--- src/rtl/rv32m_pkg.sv ---
// Shared RV32M definitions: func3 encodings of the M-extension ops and the
// state encoding of the multiply/divide sequencer.
package rv32m_pkg;

  localparam int XLEN = 32;

  localparam logic [2:0] F3_MUL    = 3'b000;
  localparam logic [2:0] F3_MULH   = 3'b001;
  localparam logic [2:0] F3_MULHSU = 3'b010;
  localparam logic [2:0] F3_MULHU  = 3'b011;
  localparam logic [2:0] F3_DIV    = 3'b100;
  localparam logic [2:0] F3_DIVU   = 3'b101;
  localparam logic [2:0] F3_REM    = 3'b110;
  localparam logic [2:0] F3_REMU   = 3'b111;

  typedef enum logic [1:0] {
    ST_IDLE = 2'd0,
    ST_MUL  = 2'd1,
    ST_DIV  = 2'd2,
    ST_DONE = 2'd3
  } muldiv_state_t;

endpackage

--- src/rtl/udiv_iter.sv ---
// Unsigned restoring divider datapath: one quotient bit per step, a 5-bit
// counter from 31 down to 0 flags the final step via last.
module udiv_iter (
  input  logic        clk,
  input  logic        rst,
  input  logic        load,
  input  logic        step,
  input  logic [31:0] dividend,
  input  logic [31:0] divisor,
  output logic        last,
  output logic [31:0] quotient_next,
  output logic [31:0] remainder_next
);

  logic [31:0] quo;
  logic [31:0] rem;
  logic [31:0] dsr;
  logic [4:0]  cnt;
  logic [32:0] shifted;
  logic [32:0] diff;

  // Next values are exposed so the owner can capture the final step's result
  // in the same edge that retires the operation.
  always_comb begin
    shifted        = {rem, quo[31]};
    diff           = shifted - {1'b0, dsr};
    quotient_next  = {quo[30:0], ~diff[32]};
    remainder_next = diff[32] ? shifted[31:0] : diff[31:0];
  end

  assign last = (cnt == 5'd0);

  always_ff @(posedge clk) begin
    if (!rst) begin
      quo <= '0;
      rem <= '0;
      dsr <= '0;
      cnt <= '0;
    end else if (load) begin
      quo <= dividend;
      rem <= '0;
      dsr <= divisor;
      cnt <= 5'd31;
    end else if (step) begin
      quo <= quotient_next;
      rem <= remainder_next;
      cnt <= cnt - 5'd1;
    end
  end

endmodule

--- src/rtl/rv32m_muldiv_unit.sv ---
// RV32M execute-stage multiply/divide unit. Multiplies and degenerate divides
// retire through the MUL state in 2 cycles; normal divides iterate 32 cycles.
module rv32m_muldiv_unit (
  input  logic        clk,
  input  logic        rst,
  input  logic        start,
  input  logic [2:0]  func3,
  input  logic [31:0] op1,
  input  logic [31:0] op2,
  input  logic        flush,
  output logic        busy,
  output logic        done,
  output logic [31:0] result
);
  import rv32m_pkg::*;

  muldiv_state_t state;

  logic [31:0] op_a;
  logic [31:0] op_b;
  logic [2:0]  f3;
  logic        neg_q;
  logic        neg_r;
  logic        sp_zero;
  logic        sp_ovf;

  logic        accept;
  logic        in_signed;
  logic        in_zero;
  logic        in_ovf;
  logic        in_fast;
  logic [31:0] mag1;
  logic [31:0] mag2;
  logic        div_load;
  logic        div_step;
  logic        div_last;
  logic [31:0] quo_next;
  logic [31:0] rem_next;
  logic [63:0] a_ext;
  logic [63:0] b_ext;
  logic [63:0] prod;
  logic [31:0] fast_res;
  logic [31:0] div_res;

  // Request decode; flush always beats a same-cycle start.
  always_comb begin
    accept    = start && !flush && (state == ST_IDLE || state == ST_DONE);
    in_signed = !func3[0];
    in_zero   = (op2 == 32'd0);
    in_ovf    = in_signed && (op1 == 32'h8000_0000) && (op2 == 32'hFFFF_FFFF);
    in_fast   = !func3[2] || in_zero || in_ovf;
    mag1      = (in_signed && op1[31]) ? (32'd0 - op1) : op1;
    mag2      = (in_signed && op2[31]) ? (32'd0 - op2) : op2;
    div_load  = accept && !in_fast;
    div_step  = (state == ST_DIV);
  end

  // MULH/MULHSU treat op1 as signed, only MULH treats op2 as signed.
  always_comb begin
    a_ext = {{32{op_a[31] & (f3[1:0] != 2'b11)}}, op_a};
    b_ext = {{32{op_b[31] & (f3[1:0] == 2'b01)}}, op_b};
    prod  = a_ext * b_ext;
    if (f3[2]) begin
      if (sp_zero) fast_res = f3[1] ? op_a : 32'hFFFF_FFFF;
      else         fast_res = f3[1] ? 32'd0 : 32'h8000_0000;
    end else begin
      fast_res = (f3[1:0] == 2'b00) ? prod[31:0] : prod[63:32];
    end
    if (f3[1]) div_res = neg_r ? (32'd0 - rem_next) : rem_next;
    else       div_res = neg_q ? (32'd0 - quo_next) : quo_next;
  end

  udiv_iter u_udiv_iter (
    .clk            (clk),
    .rst            (rst),
    .load           (div_load),
    .step           (div_step),
    .dividend       (mag1),
    .divisor        (mag2),
    .last           (div_last),
    .quotient_next  (quo_next),
    .remainder_next (rem_next)
  );

  always_ff @(posedge clk) begin
    if (!rst) begin
      state   <= ST_IDLE;
      op_a    <= '0;
      op_b    <= '0;
      f3      <= '0;
      neg_q   <= 1'b0;
      neg_r   <= 1'b0;
      sp_zero <= 1'b0;
      sp_ovf  <= 1'b0;
      result  <= '0;
    end else if (flush) begin
      state <= ST_IDLE;
    end else begin
      case (state)
        ST_IDLE, ST_DONE: begin
          if (accept) begin
            op_a    <= op1;
            op_b    <= op2;
            f3      <= func3;
            neg_q   <= in_signed && (op1[31] ^ op2[31]);
            neg_r   <= in_signed && op1[31];
            sp_zero <= in_zero;
            sp_ovf  <= in_ovf && !in_zero;
            state   <= in_fast ? ST_MUL : ST_DIV;
          end else begin
            state <= ST_IDLE;
          end
        end
        ST_MUL: begin
          result <= fast_res;
          state  <= ST_DONE;
        end
        ST_DIV: begin
          if (div_last) begin
            result <= div_res;
            state  <= ST_DONE;
          end
        end
        default: state <= ST_IDLE;
      endcase
    end
  end

  assign busy = (state == ST_MUL) || (state == ST_DIV);
  assign done = (state == ST_DONE);

endmodule

--- config.mk ---
export PLATFORM = sky130hd
export DESIGN_NAME = rv32m_muldiv_unit
export DESIGN_NICKNAME = d
export VERILOG_FILES = /design/src/rtl/rv32m_pkg.sv /design/src/rtl/udiv_iter.sv /design/src/rtl/rv32m_muldiv_unit.sv
export SDC_FILE = /design/constraint.sdc
export NUM_CORES = 2
export LEC_CHECK = 0
export CORE_MARGIN = 10
export CORE_UTILIZATION = 25
export CTS_BUF_LIST = sky130_fd_sc_hd__clkbuf_2
export DETAILED_ROUTE_END_ITERATION = 8
export GPL_TIMING_DRIVEN = 0
export PLACE_DENSITY_LB_ADDON = 0.3
export SYNTH_ARGS = -nofsm -noshare
export SYNTH_HDL_FRONTEND = slang
export SYNTH_SLANG_ARGS = --single-unit
--- constraint.sdc ---
create_clock -name clk -period 8.2 [get_ports clk]
set_input_delay 1.64 -clock clk [delete_from_list [all_inputs] [get_ports clk]]
set_output_delay 1.64 -clock clk [all_outputs]
set_load 0.02 [all_outputs]
# Word-level counts from Yosys, hierarchy flattened
# Cells that the tools add are included.
# totals
ff_bits	205
latchBits	0
mem_bits_rw	0
mem_bits_ro	0
input_bits	71
output_inout_bits	34
word_cells	81
mem_count	0
# op_classes
n_addsub	6
mul	1
div	0
n_lt_le_gt_ge	0
n_eq_ne	8
n_shift	0
mux	21
bitwise	6
reduce_logical	27
# op_table
operator	n
$mux W32	14
$sub A1 B32 Y32 const A	4
$eq A32 B32 Y1 const B	2
$mul A33 B33 Y64	1
$pmux W32 S2	1
$sub A33 B32 Y33	1
$logic_not A32 Y1	1
$mux W5	2
$logic_and A1 B1 Y1	8
$mux W2	3
$pmux W2 S3	1
$reduce_and A3 Y1	2
$reduce_or A2 Y1	3
$logic_not A5 Y1	1
$sub A5 B1 Y5 const B	1
$eq A2 B1 Y1 const B	2
$eq A2 B2 Y1 const B	2
$logic_not A1 Y1	4
$logic_not A2 Y1	2
$logic_or A1 B1 Y1	4
$reduce_bool A2 Y1	2
$not A1 Y1	3
$and A1 B1 Y1	2
$ne A2 B1 Y1 const B	1
2 further kinds	2

# Logic depth before layout (Yosys ltp)
# logic_depth
ltp_word	7
depth_mapped	34

# Cells and area by module
# From an unflattened synthesis, not the netlist that was laid out.
# hier_totals
hier_cells	6317
area_unflattened_um2	52875.7
# modules_own_cells
module	instances	cells_per_inst	area_per_inst_um2	seq_area_each_um2
rv32m_muldiv_unit	1	5436	46000.4	2082.0
udiv_iter	1	881	6875.3	2021.9

# Worst setup path after synthesis
# Ideal clock, no wire load.
# synth_path
path_type	register to register
from	reg f3[1]
to	reg result[31]
setup_time_ps	92
arrival_time_ps	8285
path_slack_ps	-177
stages_incl_launch_ff	34
synth_period_minus_slack_ps	8377
path_cell_list	dfxtp_1 -> clkbuf_1 -> nand2_1 -> clkbuf_1 -> and2_1 -> clkbuf_1 -> nand2_1 -> inv_1 -> fa_1 -> inv_1 -> fa_1 -> inv_1 -> fa_1 -> fa_1 -> inv_1 -> fa_1 -> inv_1 -> fa_1 -> inv_1 -> fa_1 -> fa_1 -> inv_1 -> ha_1 -> a21oi_1 -> nor2b_1 -> o21ai_0 -> nand2b_1 -> a21oi_1 -> nor2b_1 -> or4_1 -> o22ai_1 -> mux2i_1 -> nor3_1 -> nor4_1
# synth_via
elab_chain_len	6
elab_cells_between_ends	14
classes_between	mul: 1; eq/ne: 2; mux: 8; bitwise: 2; reduce/logical: 1
# synth_lines
item	line_no	text
start: declaration	rv32m_muldiv_unit.sv:21	logic [2:0] f3;
start signal: assignment	rv32m_muldiv_unit.sv:104	f3 <= func3;
$ne A2 B2 Y1 / $eq A2 B1 Y1 (equally long branches)	rv32m_muldiv_unit.sv:60, rv32m_muldiv_unit.sv:61	
$and A1 B1 Y1 (on tied branches)	rv32m_muldiv_unit.sv:60, rv32m_muldiv_unit.sv:61	
$mul A33 B33 Y64	rv32m_muldiv_unit.sv:62	prod = a_ext * b_ext;
$mux W32	rv32m_muldiv_unit.sv:67	fast_res = (f3[1:0] == 2'b00) ? prod[31:0] : prod[63:32];
$mux W32	rv32m_muldiv_unit.sv:63	if (f3[2]) begin
$pmux W32 S2 (*)	rv32m_muldiv_unit.sv:99	case (state)
end signal: assignment	rv32m_muldiv_unit.sv:115	result <= fast_res;
end signal: assignment	rv32m_muldiv_unit.sv:120	result <= div_res;
end: declaration	rv32m_muldiv_unit.sv:13	output logic [31:0] result
# Mark *: on every way between the ends. The rest lies on a longest branch, timed or not. The select of a mux whose other input is x is not followed.
# A chain may end at the register's enable or synchronous reset.

# Final worst setup path
# layout_path
from	reg op_a[31]
to	reg result[23]
# layout_via
elab_chain_len	5
# layout_lines
item	line_no	text
start: declaration	rv32m_muldiv_unit.sv:19	logic [31:0] op_a;
start signal: assignment	rv32m_muldiv_unit.sv:102	op_a <= op1;
$and A1 B1 Y1	rv32m_muldiv_unit.sv:60	a_ext = {{32{op_a[31] & (f3[1:0] != 2'b11)}}, op_a};
$mul A33 B33 Y64 (*)	rv32m_muldiv_unit.sv:62	
$mux W32 (*)	rv32m_muldiv_unit.sv:67	
$mux W32 (*)	rv32m_muldiv_unit.sv:63	
$pmux W32 S2 (*)	rv32m_muldiv_unit.sv:99	
# Mark *: on every way between the ends. The rest lies on a longest branch, timed or not.

==> flow_summary.yaml <==
outcome:
  status: "finished with violations"
  violations: "setup timing"
power_and_ir_drop:
  p_seq_share_pct: 21.8
  power.leakage_nw: 26.5
  sw_frac_of_total_pct: 54.1
  intPower_mw: 2.53
  p_sw_mw: 2.99
  p_per_area_nw_per_um2: 90.3
  pwr-share-comb_pct: 63.8
  peakVddDrop_uv: 76.6
  p_clk_share_pct: 14.4
hold_path:
  hold-path-endpoint: "result[18]$_SDFFE_PN0P_"
  hold_class: "reg -> reg"
  whs_path_depth: 2
  hp-start: "result[18]$_SDFFE_PN0P_"
logic_synthesis:
  syn_nets: 7644
  syn_area_per_cell_um2: 8.53
  yosysSeqAreaShare_pct: 7.77
  synth_cells: 6194
  synthArstFlopShare_pct: 0
  synth_area_um2: 52800
  synth_seq_cells: 205
  synth-edff-count: 0
  ys.flop_type: "dfxtp_1"
  ys_types: 102
  yosys_warnings: 0
worst_setup_path:
  start_kind: "register"
  cp_max_fo: 10
  worst_r2r_path_depth: 28
  r2r_slack_ps: -310
  worst_r2r_endpoint: "result[23]$_SDFFE_PN0P_"
  critPathKind: "reg -> reg"
  critPathArrivalTime_ps: 9370
  reg2reg_from: "op_a[31]$_SDFFE_PN0P_"
  critical_path_required_ps: 9060
  crit_path_end_kind: "register"
  critical-path-slowest-cell: "fa_2"
  crit_path_max_incr_delay_ps: 670
cells_and_area:
  layout.nets: 7877
  syn2layout_area_growth_pct: 15.6
  fin_util_pct: 29.1
  drive_above_1_share_pct: 13.0
  layout.cells.most_common: "inv_1"
  final_area_um2: 61100
  layout.cells.most_common_list: "inv_1 (1218), fa_1 (1085), nand2_1 (1047), and2_1 (281), nor2_1 (225)"
cts:
  hold_buffers: 0
  cts_sinks: 205
  numCtsBuffers: 55
  clock-root-buffer: "clkbuf_2"
  path_clk_slew_ps: 140
  cts_tree: "built"
  clock_path_buffers: 3
  clock_latency_ps: 1040
  htree_levels: 2
drt:
  dr.first_iter.drc_count: 3939
  drc_errors: 0
  dr_total_vias: 45786
  post_drt_wl_per_cell_um: 25.1
  viasPerCell: 4.93
  antenna_left: 0
  postRouteWirelength_mm: 233
  dr.pass1.iters: 5
grt:
  grt.overflow.total: 0
  grt_max_degree: 25
  grt_usage_pct: 19.8
  grt_pass1_vias: 47017
  antenna_found_initial: 32
  grt_pass1_wl_mm: 334
place:
  place.gp.congestion: 0.971
  placed_cell_area_um2: 57400
  dpl.hpwl_mm: 194
  port_buffers: 103
die:
  dieArea_um2: 230000
  coreArea_um2: 210000
  initial_utilization_pct: 25.2
  die_x_um: 480
  io_pins: 105
  rows: 168
  die_h_um: 480
timing:
  worst_pin_slew_ps: 1110
  whs_ps: 460
  period_needed_ps: 8510
  setup_ws_ps: -311
  setup_viol: 13
  final_max_slew_viol_count: 0
  max_clock_freq_ghz: 0.117
  slew_headroom_pct: 25.8
  clock_skew_ps: 139
  fin_crit_sh_pct: 104
  finalHoldViolations: 0
  rsz0062_at_grt: "true"
run:
  drv_cap: 0
routing by layer:
metal  wire (um)  track usage (%)  vias to the layer above  share of wire, %
li1            -                -                    19477                 -
met1       95400             26.0                    23811                41
met2      105000             31.5                     2028                45
met3       17900             3.02                      464               7.7
met4       14700             10.1                        6               6.3
met5          41                0                        -             0.018
kinds of logic (layout without fill, tap and decap cells):
logic type / count (synthesis) / count (layout) / share of synthesized area, %
and+or+nand+nor: 1916 / 1916 / 16.6
buffers and inverters: 1654 / 1922 / 12.1
adders and majority gates: 1379 / 1379 / 48.7
DFF: 205 / 205 / 7.77
other: 0 / 16 / 0
muxes: 65 / 65 / 1.25
AOI/OAI and AO/OA: 774 / 774 / 10.3
xor gates and xnor gates: 201 / 201 / 3.33
flip-flops by register name (all words and copies together) (netlist names), 2 cells and up:
name	count
op_a	32
op_b	32
result	32
u_udiv_iter.dsr	32
u_udiv_iter.quo	32
u_udiv_iter.rem	32
u_udiv_iter.cnt	5
f3	3
state	2
critical path: cells and delay by family, from the launching register on:
kind	cells	cell delay, ps
AO/OA/AOI/OAI	7	1700
XOR/XNOR	1	320
adder cells (fa/ha/maj)	9	4540
buffers and inverters	7	850
flip-flops	1	480
AND/OR/NAND/NOR	4	430
metrics by stage:
stage                     TNS, ps  total power, mW  worst slack [ps]  instances
after detailed placement   -63690             4.34             -2710       9102
final                       -1860             5.52              -311       9283
after global placement     -63970             4.34             -2720       9102
after floorplan                 0             3.02             0.829       6194
after global routing        -4510             5.79              -497       9268
after CTS                   -3410             5.30              -372       9186
worst max-delay path by stage:
stage	start	cells after the start	slack, ps	end
after floorplan	f3[1]$_SDFFE_PN0P_	33	0.8	result[31]$_SDFFE_PN0P_
after global placement	f3[1]$_SDFFE_PN0P_	30	-2720	result[20]$_SDFFE_PN0P_
after detailed placement	f3[1]$_SDFFE_PN0P_	30	-2710	result[20]$_SDFFE_PN0P_
after CTS	f3[1]$_SDFFE_PN0P_	31	-370	result[23]$_SDFFE_PN0P_
after global routing	f3[1]$_SDFFE_PN0P_	30	-500	result[23]$_SDFFE_PN0P_
final	op_a[31]$_SDFFE_PN0P_	28	-310	result[23]$_SDFFE_PN0P_
cells in the mapped netlist (11+ instances only):
master | count | area share [%]
inv_1 | 1256 | 8.9
o21ai_0 | 129 | 1.2
nor2b_1 | 23 | 0.27
a21o_1 | 49 | 0.70
a211oi_1 | 54 | 0.77
or3_1 | 25 | 0.30
mux2i_1 | 59 | 1.1
buf_2 | 14 | 0.13
o21a_1 | 19 | 0.27
or4_1 | 11 | 0.16
a211oi_2 | 47 | 1.1
nand3_1 | 46 | 0.44
xnor2_1 | 124 | 2.1
nand2_1 | 1058 | 7.5
clkbuf_1 | 355 | 2.5
dfxtp_1 | 205 | 7.8
nor3_1 | 50 | 0.47
or2_2 | 19 | 0.22
a21oi_1 | 229 | 2.2
xor2_1 | 77 | 1.3
a31oi_1 | 18 | 0.21
nor2_1 | 236 | 1.7
fa_1 | 1126 | 43
and2_1 | 283 | 3.4
a221oi_1 | 18 | 0.30
o31ai_1 | 28 | 0.40
nand2b_1 | 31 | 0.37
nor4_1 | 19 | 0.22
and3_1 | 38 | 0.45
nand4_1 | 25 | 0.30
o211ai_1 | 22 | 0.31
ha_1 | 253 | 6.0
area by class of cell:
cell class | count | area (um^2)
Buffer | 334 | 2200
Clock buffer | 79 | 395
Sequential cell | 205 | 4310
Tap cell | 2805 | 3510
Multi-Input combinational cell | 4335 | 43600
Clock inverter | 13 | 75.1
Timing Repair Buffer | 237 | 2150
Antenna cell | 16 | 40.0
Inverter | 1259 | 4760
Fill cell | 22555 | 149000
what timing repair did:
action                     CTS  global route
setup endpoints to repair   32            32
hold endpoints to repair     0             0
pin swaps                   59           118
gates cloned                 0             1
gates resized for setup    550           308
setup buffers               51            82
power by group through the flow:
stage | sequential (mW) | clock, mW | combinational, mW
final | 1.20 | 0.796 | 3.52
after global routing | 1.20 | 0.862 | 3.73
after CTS | 1.20 | 0.809 | 3.30
after detailed placement | 1.13 | 0 | 3.20
after global placement | 1.13 | 0 | 3.21
after floorplan | 1.11 | 0 | 1.92
Power figures use the tool's default switching activity.
